$ cat src/rtl/serial_adder_n.sv
// Bit-serial adder/subtractor: adds or subtracts two WIDTH-bit operands one bit
// per clock, LSB first, and reports carry, signed overflow and a done pulse.
module serial_adder_n #(
    parameter int WIDTH = 8,
    parameter int CNT_W = 6
) (
    input  logic             clk,
    input  logic             reset,
    input  logic             start,
    input  logic             op,
    input  logic [WIDTH-1:0] a,
    input  logic [WIDTH-1:0] b,
    output logic             busy,
    output logic             done,
    output logic [WIDTH-1:0] sum,
    output logic             carry_out,
    output logic             overflow,
    output logic             state,
    output logic             y
);

    localparam logic [1:0] IDLE = 2'd0;
    localparam logic [1:0] RUN  = 2'd1;
    localparam logic [1:0] DONE = 2'd2;

    logic [1:0]       r_fsm;
    logic [WIDTH-1:0] r_aSh;
    logic [WIDTH-1:0] r_bSh;
    logic [CNT_W-1:0] r_cnt;
    logic [WIDTH-1:0] r_sum;
    logic             r_carry;
    logic             r_carryOut;
    logic             r_overflow;

    logic             w_y;
    logic             w_carryNext;

    // Full adder on the current LSBs; subtraction arrives as a + ~b + 1 via the seeded carry.
    assign w_y         = r_aSh[0] ^ r_bSh[0] ^ r_carry;
    assign w_carryNext = (r_aSh[0] & r_bSh[0]) | (r_carry & (r_aSh[0] | r_bSh[0]));

    always_ff @(posedge clk) begin
        if (!reset) begin
            r_fsm      <= IDLE;
            r_aSh      <= '0;
            r_bSh      <= '0;
            r_cnt      <= '0;
            r_sum      <= '0;
            r_carry    <= 1'b0;
            r_carryOut <= 1'b0;
            r_overflow <= 1'b0;
        end else begin
            case (r_fsm)
                IDLE: begin
                    if (start) begin
                        r_aSh   <= a;
                        r_bSh   <= op ? ~b : b;
                        r_carry <= op;
                        r_cnt   <= '0;
                        r_fsm   <= RUN;
                    end
                end
                RUN: begin
                    r_carry <= w_carryNext;
                    r_sum   <= {w_y, r_sum[WIDTH-1:1]};
                    r_aSh   <= r_aSh >> 1;
                    r_bSh   <= r_bSh >> 1;
                    r_cnt   <= r_cnt + 1'b1;
                    // Last bit is the MSB: carry in vs. carry out gives signed overflow.
                    if (r_cnt == CNT_W'(WIDTH - 1)) begin
                        r_overflow <= r_carry ^ w_carryNext;
                        r_carryOut <= w_carryNext;
                        r_fsm      <= DONE;
                    end
                end
                DONE: begin
                    r_fsm <= IDLE;
                end
                default: begin
                    r_fsm <= IDLE;
                end
            endcase
        end
    end

    assign busy      = (r_fsm != IDLE);
    assign done      = (r_fsm == DONE);
    assign sum       = r_sum;
    assign carry_out = r_carryOut;
    assign overflow  = r_overflow;
    assign state     = r_carry;
    assign y         = w_y;

endmodule

$ cat config.mk
export PLATFORM = sky130hd
export DESIGN_NAME = serial_adder_n
export DESIGN_NICKNAME = d
export VERILOG_FILES = /design/src/rtl/serial_adder_n.sv
export SDC_FILE = /design/constraint.sdc
export NUM_CORES = 1
export LEC_CHECK = 0
export CORE_ASPECT_RATIO = 1.1
export CORE_UTILIZATION = 50
export CTS_BUF_LIST = sky130_fd_sc_hd__clkbuf_16
export CTS_CLUSTER_SIZE = 16
export DETAILED_ROUTE_END_ITERATION = 8
export DONT_BUFFER_PORTS = 1
export PLACE_DENSITY = 0.69
export SYNTH_ARGS = -nofsm -noshare
export SYNTH_HDL_FRONTEND = slang
export SYNTH_SLANG_ARGS = --single-unit
$ cat constraint.sdc
create_clock -name clk -period 1.2 [get_ports clk]
set_input_delay 0.24 -clock clk [delete_from_list [all_inputs] [get_ports clk]]
set_output_delay 0.24 -clock clk [all_outputs]
set_load 0.01 [all_outputs]
==> results of run 1 <==
==> cell families after synthesis <==
| logic type | Yosys count | share of synthesized area (%) |
|---|---|---|
| XOR/XNOR | 9 | 4.86 |
| AO/OA/AOI/OAI | 42 | 19.7 |
| adder cells (fa/ha/maj) | 2 | 2.00 |
| multiplexers | 4 | 2.54 |
| flip-flops | 35 | 43.2 |
| AND/OR/NAND/NOR | 73 | 22.0 |
| buffers and inverters | 17 | 5.78 |
==> power breakdown <==
| part | total, mW | switching [mW] | internal, mW | leakage, nW |
|---|---|---|---|---|
| Combinational | 0.486 | 0.238 | 0.248 | 0.444 |
| Sequential | 1.29 | 0.0519 | 1.24 | 0.290 |
| Clock | 1.20 | 0.453 | 0.748 | 0.0762 |
| Total | 2.98 | 0.743 | 2.23 | 0.810 |
==> flip-flops by register name (all words and copies together), names as in the netlist <==
register / cells
overflow: 1
sum: 8
r_bSh: 8
state: 1
r_cnt: 6
r_fsm: 2
carry_out: 1
r_aSh: 8
==> metrics by stage <==
| step | setup TNS (ns) | setup slack [ns] | area (um2) | power (mW) |
|---|---|---|---|---|
| finish | -0.411 | -0.269 | 2080 | 2.98 |
| global route | -0.805 | -0.285 | 2080 | 3.10 |
| CTS | -0.370 | -0.276 | 1910 | 2.92 |
| detailed placement | -0.406 | -0.0725 | 1720 | 1.69 |
| global placement | -0.0714 | -0.0236 | 1720 | 1.67 |
| floorplan | 0 | 0.0118 | 1630 | 1.62 |
==> repair_timing <==
item | in CTS | in global routing
pin swaps | 3 | 10
resized for setup | 12 | 29
setup endpoints to repair | 33 | 29
setup buffers | 2 | 7
hold buffers | 0 | 0
cloned | 1 | 0
==> synth_stat cells, types with 2 or more instances <==
library cell / n
dfxtp_1: 35
nand2_1: 31
a21oi_1: 17
nor2_1: 13
nand3_1: 9
nor2b_1: 9
o221a_2: 8
o221ai_1: 7
xor2_1: 7
buf_2: 6
a22oi_1: 3
clkbuf_1: 3
mux2i_1: 3
buf_4: 2
buf_6: 2
inv_1: 2
xnor2_1: 2
==> worst max-delay path by stage <==
stage,endpoint,slack [ns]
after floorplan,state$_SDFFE_PN0P_,0.01
after global placement,r_cnt[2]$_SDFFE_PN0P_,-0.02
after detailed placement,r_cnt[2]$_SDFFE_PN0P_,-0.07
after CTS,y,-0.28
after global routing,y,-0.29
final,y,-0.27
==> metal layers <==
| layer | global-route usage [%] | part of all wire (%) |
|---|---|---|
| met3 | 7.25 | 5.1 |
| met1 | 23.9 | 41 |
| met4 | 11.1 | 1.9 |
| met2 | 39.8 | 52 |
| met5 | 0 | 0 |
==> area by class of cell <==
type	count	share of cell area, %
flip-flops and latches	35	34.5
multi-input cells	130	45.6
inverters	3	0.542
well taps	34	2.05
clock buffers	5	6.03
clock inverters	3	0.603
repair buffers	27	10.7
==> impl_metrics.ini, run 1 <==
[timing]
finalHoldViolations = 0
finalCritPeriodShare_pct = 122
worst_pin_slew_ns = 0.263
holdWs_ns = 0.0983
clock.fmax_ghz = 0.681
setup_violations = 5
slew_headroom_pct = 82.4
timing.final.ws_setup_ns = -0.269
finalMaxSlewViolations = 0
rsz0062_at_grt = true
min_period_ns = 1.47
clock_skew_ns = 0.00525

[floorplan]
rows = 21
io_pins = 34
die_area_um2 = 3480
core_area_um2 = 3070
initial_core_util_pct = 52.8
die_h_um = 61.8
die_w_um = 56.3

[route]
drt_iter0_markers = 48
vias_per_cell = 5.84
drtAntennaViolNets = 0
drc_errors = 0
via_count = 1385
wl_per_cell_um = 15.5
routed_wl_um = 3670
first_pass_iters = 4

[run]
drv_cap = 0

[synthesis]
yosys.area.top_type_share_pct = 43.2
ys_top_cells_by_area = dfxtp_1 43%, nand2_1 7.2%, o221a_2 5.6%
synth-main-ff-cell = dfxtp_1
async_reset_ff_share_pct = 0
synth_nets = 204
syn_avg_cell_area_um2 = 8.92
syn_inst = 182
yosysWarnings = 0
synth_top_area_cell = dfxtp_1
synth_cell_types = 40
yosysSeqAreaShare_pct = 43.2
synth_edf_count = 0
ys_ff_latch = 35
syn-cell-area_um2 = 1620

[setup_path]
max_stage_delay_ns = 0.62
critical-path-top-delay-family = adder cells
slowest_stage = fa_2
required_ns = 0.96
ff2ff_setup_slack_ns = -0.05
crit_arrival_ns = 1.23
cp.depth = 1
startpoint_type = flop
worstSetupPathType = reg -> out
critPathLaunch = r_bSh[0]$_SDFFE_PN0P_
path_cells = fa_2
cp-end-kind = primary output
crit_fanout = 2
cp_num_buf_inv = 0
r2r_end = r_cnt[3]$_SDFFE_PN0P_
reg2reg_from = r_fsm[0]$_SDFFE_PN0P_
r2r_cells = 5

[pwr]
irDropWorstVdd_v = 0.00127
p_leak_nw = 0.810
power_density_nw_per_um2 = 1430

[grt]
grt_max_degree = 31
grt_pass1_vias = 1307
grt.total_usage_pct = 22.1
antenna_found_initial = 0
grt_pass1_wl_um = 5720
grt_overflow = 0

[final_layout]
areaGrowthSynthToFinish_pct = 27.9
fillers = 255
multi_input_area_um2 = 946
layout-drive-gt1-share_pct = 36.9
final_common_cell = nand2_1
fin_cells = 237
seqCellArea_um2 = 716
utilization_pct = 67.5
n_antenna_cell = 0
layout_common_cells = 30 x nand2_1, 27 x dfxtp_1, 20 x buf_4, 15 x a21oi_1, 11 x nor2_1
fin_nets = 224

[cts]
cts-htree-levels = 2
cts-root-buf = clkbuf_16
clkSinkCount = 35
clk_latency_ns = 0.28
cts_tree = yes
cts_buffers = 5
clock_path_buffers = 2
clkTransAtPathRegs_ns = 0.05

[min_path]
min_to = r_bSh[3]$_SDFFE_PN0P_
whs_path_depth = 2
hp-start = reset
hold_path_class = in -> reg

[placement]
gp_congestion = 0.838
hpwl_um = 2390
portBuffers = 0
dp.cells = 219

[outcome]
violations = negative setup slack
status = finished with violations
(Power assumes the default switching activity.)
==> run 2: changes to the inputs <==
==> constraint.sdc (replaced) <==
create_clock -name clk -period 1.2 [get_ports clk]
set_input_delay 0.24 -clock clk [delete_from_list [all_inputs] [get_ports clk]]
set_output_delay 0.24 -clock clk [all_outputs]
set_load 0.1 [all_outputs]
==> impl_metrics.ini, run 2 (synthesized netlist as in run 1, its figures left out) <==
[timing]
clock_skew_ns = 0.00497
finalCritPeriodShare_pct = 137
finalHoldViolations = 0
min_period_ns = 1.64
finalMaxSlewViolations = 0
worst_pin_slew_ns = 0.302
setup_violations = 20
timing.final.ws_setup_ns = -0.439
rsz0062_at_grt = true
clock.fmax_ghz = 0.610
slew_headroom_pct = 79.8

[grt]
grt_overflow = 0
groute.layer.met3.usage_pct = 9.11
grt.total_usage_pct = 23.9
grt_pass1_vias = 1362
grt.busiest_layer = met2
antenna_found_initial = 0
grt_max_degree = 31
grt_util_met1_pct = 26.9
use_met2_pct = 41.2
grt_pass1_wl_um = 6150

[setup_path]
required_ns = 0.96
reg2reg_from = r_bSh[0]$_SDFFE_PN0P_
crit_fanout = 2
critPathLaunch = r_bSh[0]$_SDFFE_PN0P_
startpoint_type = flop
max_stage_delay_ns = 0.60
worstSetupPathType = reg -> out
slowest_stage = fa_2
cp-end-kind = primary output
path_cells = fa_2, buf_12
crit_arrival_ns = 1.40

[pwr]
p_leak_nw = 1.00
finalPower_mw = 3.54
power_density_nw_per_um2 = 1380
irDropWorstVdd_v = 0.00161

[route]
vias_per_cell = 6.04
wl_per_cell_um = 17.6
via_count = 1558
routed_wl_um = 4540
first_pass_iters = 4
drtAntennaViolNets = 0
drt_iter0_markers = 38
drc_errors = 0

[final_layout]
fin_area_um2 = 2560
layout-drive-gt1-share_pct = 52.7
areaGrowthSynthToFinish_pct = 58.0
fin_cells = 258
final_common_cell = nand2_1
utilization_pct = 83.4
fin_nets = 245
n_antenna_cell = 0
layout_common_cells = 28 x nand2_1, 23 x buf_4, 19 x dfxtp_1, 13 x a21oi_1, 13 x dfxtp_2

[placement]
dp.cells = 231
portBuffers = 0
hpwl_um = 2390
place_area_um2 = 1980
gp_congestion = 0.871

[floorplan]
die_h_um = 61.8
rows = 21
initial_core_util_pct = 52.8
io_pins = 34
core_area_um2 = 3070
die_w_um = 56.3
die_area_um2 = 3480

[cts]
clk_latency_ns = 0.29
cts_tree = yes
clkTransAtPathRegs_ns = 0.05
cts_buffers = 5
cts-htree-levels = 2
clock_path_buffers = 2
cts-root-buf = clkbuf_16
clkSinkCount = 35

[min_path]
hp-start = reset
hold_path_class = in -> reg

[outcome]
status = finished with violations
violations = negative setup slack

[run]
drv_cap = 0
[run 2: changes by cell type in the layout (fill, tap and decap cells not counted), moves of 5 or more]
cell      previous run  this run
dfxtp_1             27        19
o221ai_2             1         6
buf_12               0        12
dfxtp_2              6        13
o221ai_1             6         1
[run 2: report_power, final]
part | internal (mW) | switching, mW | leakage [nW]
combinational | 0.395 | 0.477 | 0.628
clock | 0.884 | 0.501 | 0.0794
sequential | 1.24 | 0.0509 | 0.294
total | 2.51 | 1.03 | 1.00
[run 2: final cells by class]
class                           count  area, um2
Multi-Input combinational cell    131       1070
Clock inverter                      2       8.76
Inverter                            3       11.3
Timing Repair Buffer               47        556
Fill cell                         181        510
Clock buffer                        6        150
Sequential cell                    35        728
Tap cell                           34       42.5
[run 2: timing repair]
item | in CTS | in global routing
gates resized for setup | 18 | 49
pin swaps | 3 | 19
buffers inserted | 8 | 9
hold endpoints to repair | 0 | 0
hold buffers | 0 | 0
endpoints found under the setup margin | 19 | 28
cloned | 0 | 2
[run 2: stage by stage]
| stage | TNS [ns] | worst slack (ns) | hold WS [ns] |
|---|---|---|---|
| after floorplan | -1.14 | -0.441 | 0.388 |
| after global placement | -0.145 | -0.130 | 0.384 |
| after detailed placement | -0.383 | -0.150 | 0.385 |
| after CTS | -0.779 | -0.438 | 0.0846 |
| after global routing | -2.07 | -0.465 | 0.0857 |
| final | -1.19 | -0.439 | 0.0985 |
[run 2: worst paths after layout]
kind / end / slack, ns / cells after the start
max: y / -0.44 / 2
min: state$_SDFFE_PN0P_ / 0.1 / 1
max reg2reg: sum[7]$_SDFFE_PN0P_ / -0.11 / 4
min reg2reg: sum[2]$_SDFFE_PN0P_ / 0.50 / 2
[run 2: worst max-delay path: cells and delay by family, from the launching register on]
family | cells | cell delay, ns
buffers and inverters | 1 | 0.18
flip-flops | 1 | 0.33
adder cells (fa/ha/maj) | 1 | 0.60
[run 2: layer usage]
metal | share of wire, % | vias to the layer above
met5 | 0 | -
li1 | - | 732
met1 | 40 | 767
met4 | 1.8 | 0
met2 | 53 | 49
met3 | 5.2 | 10
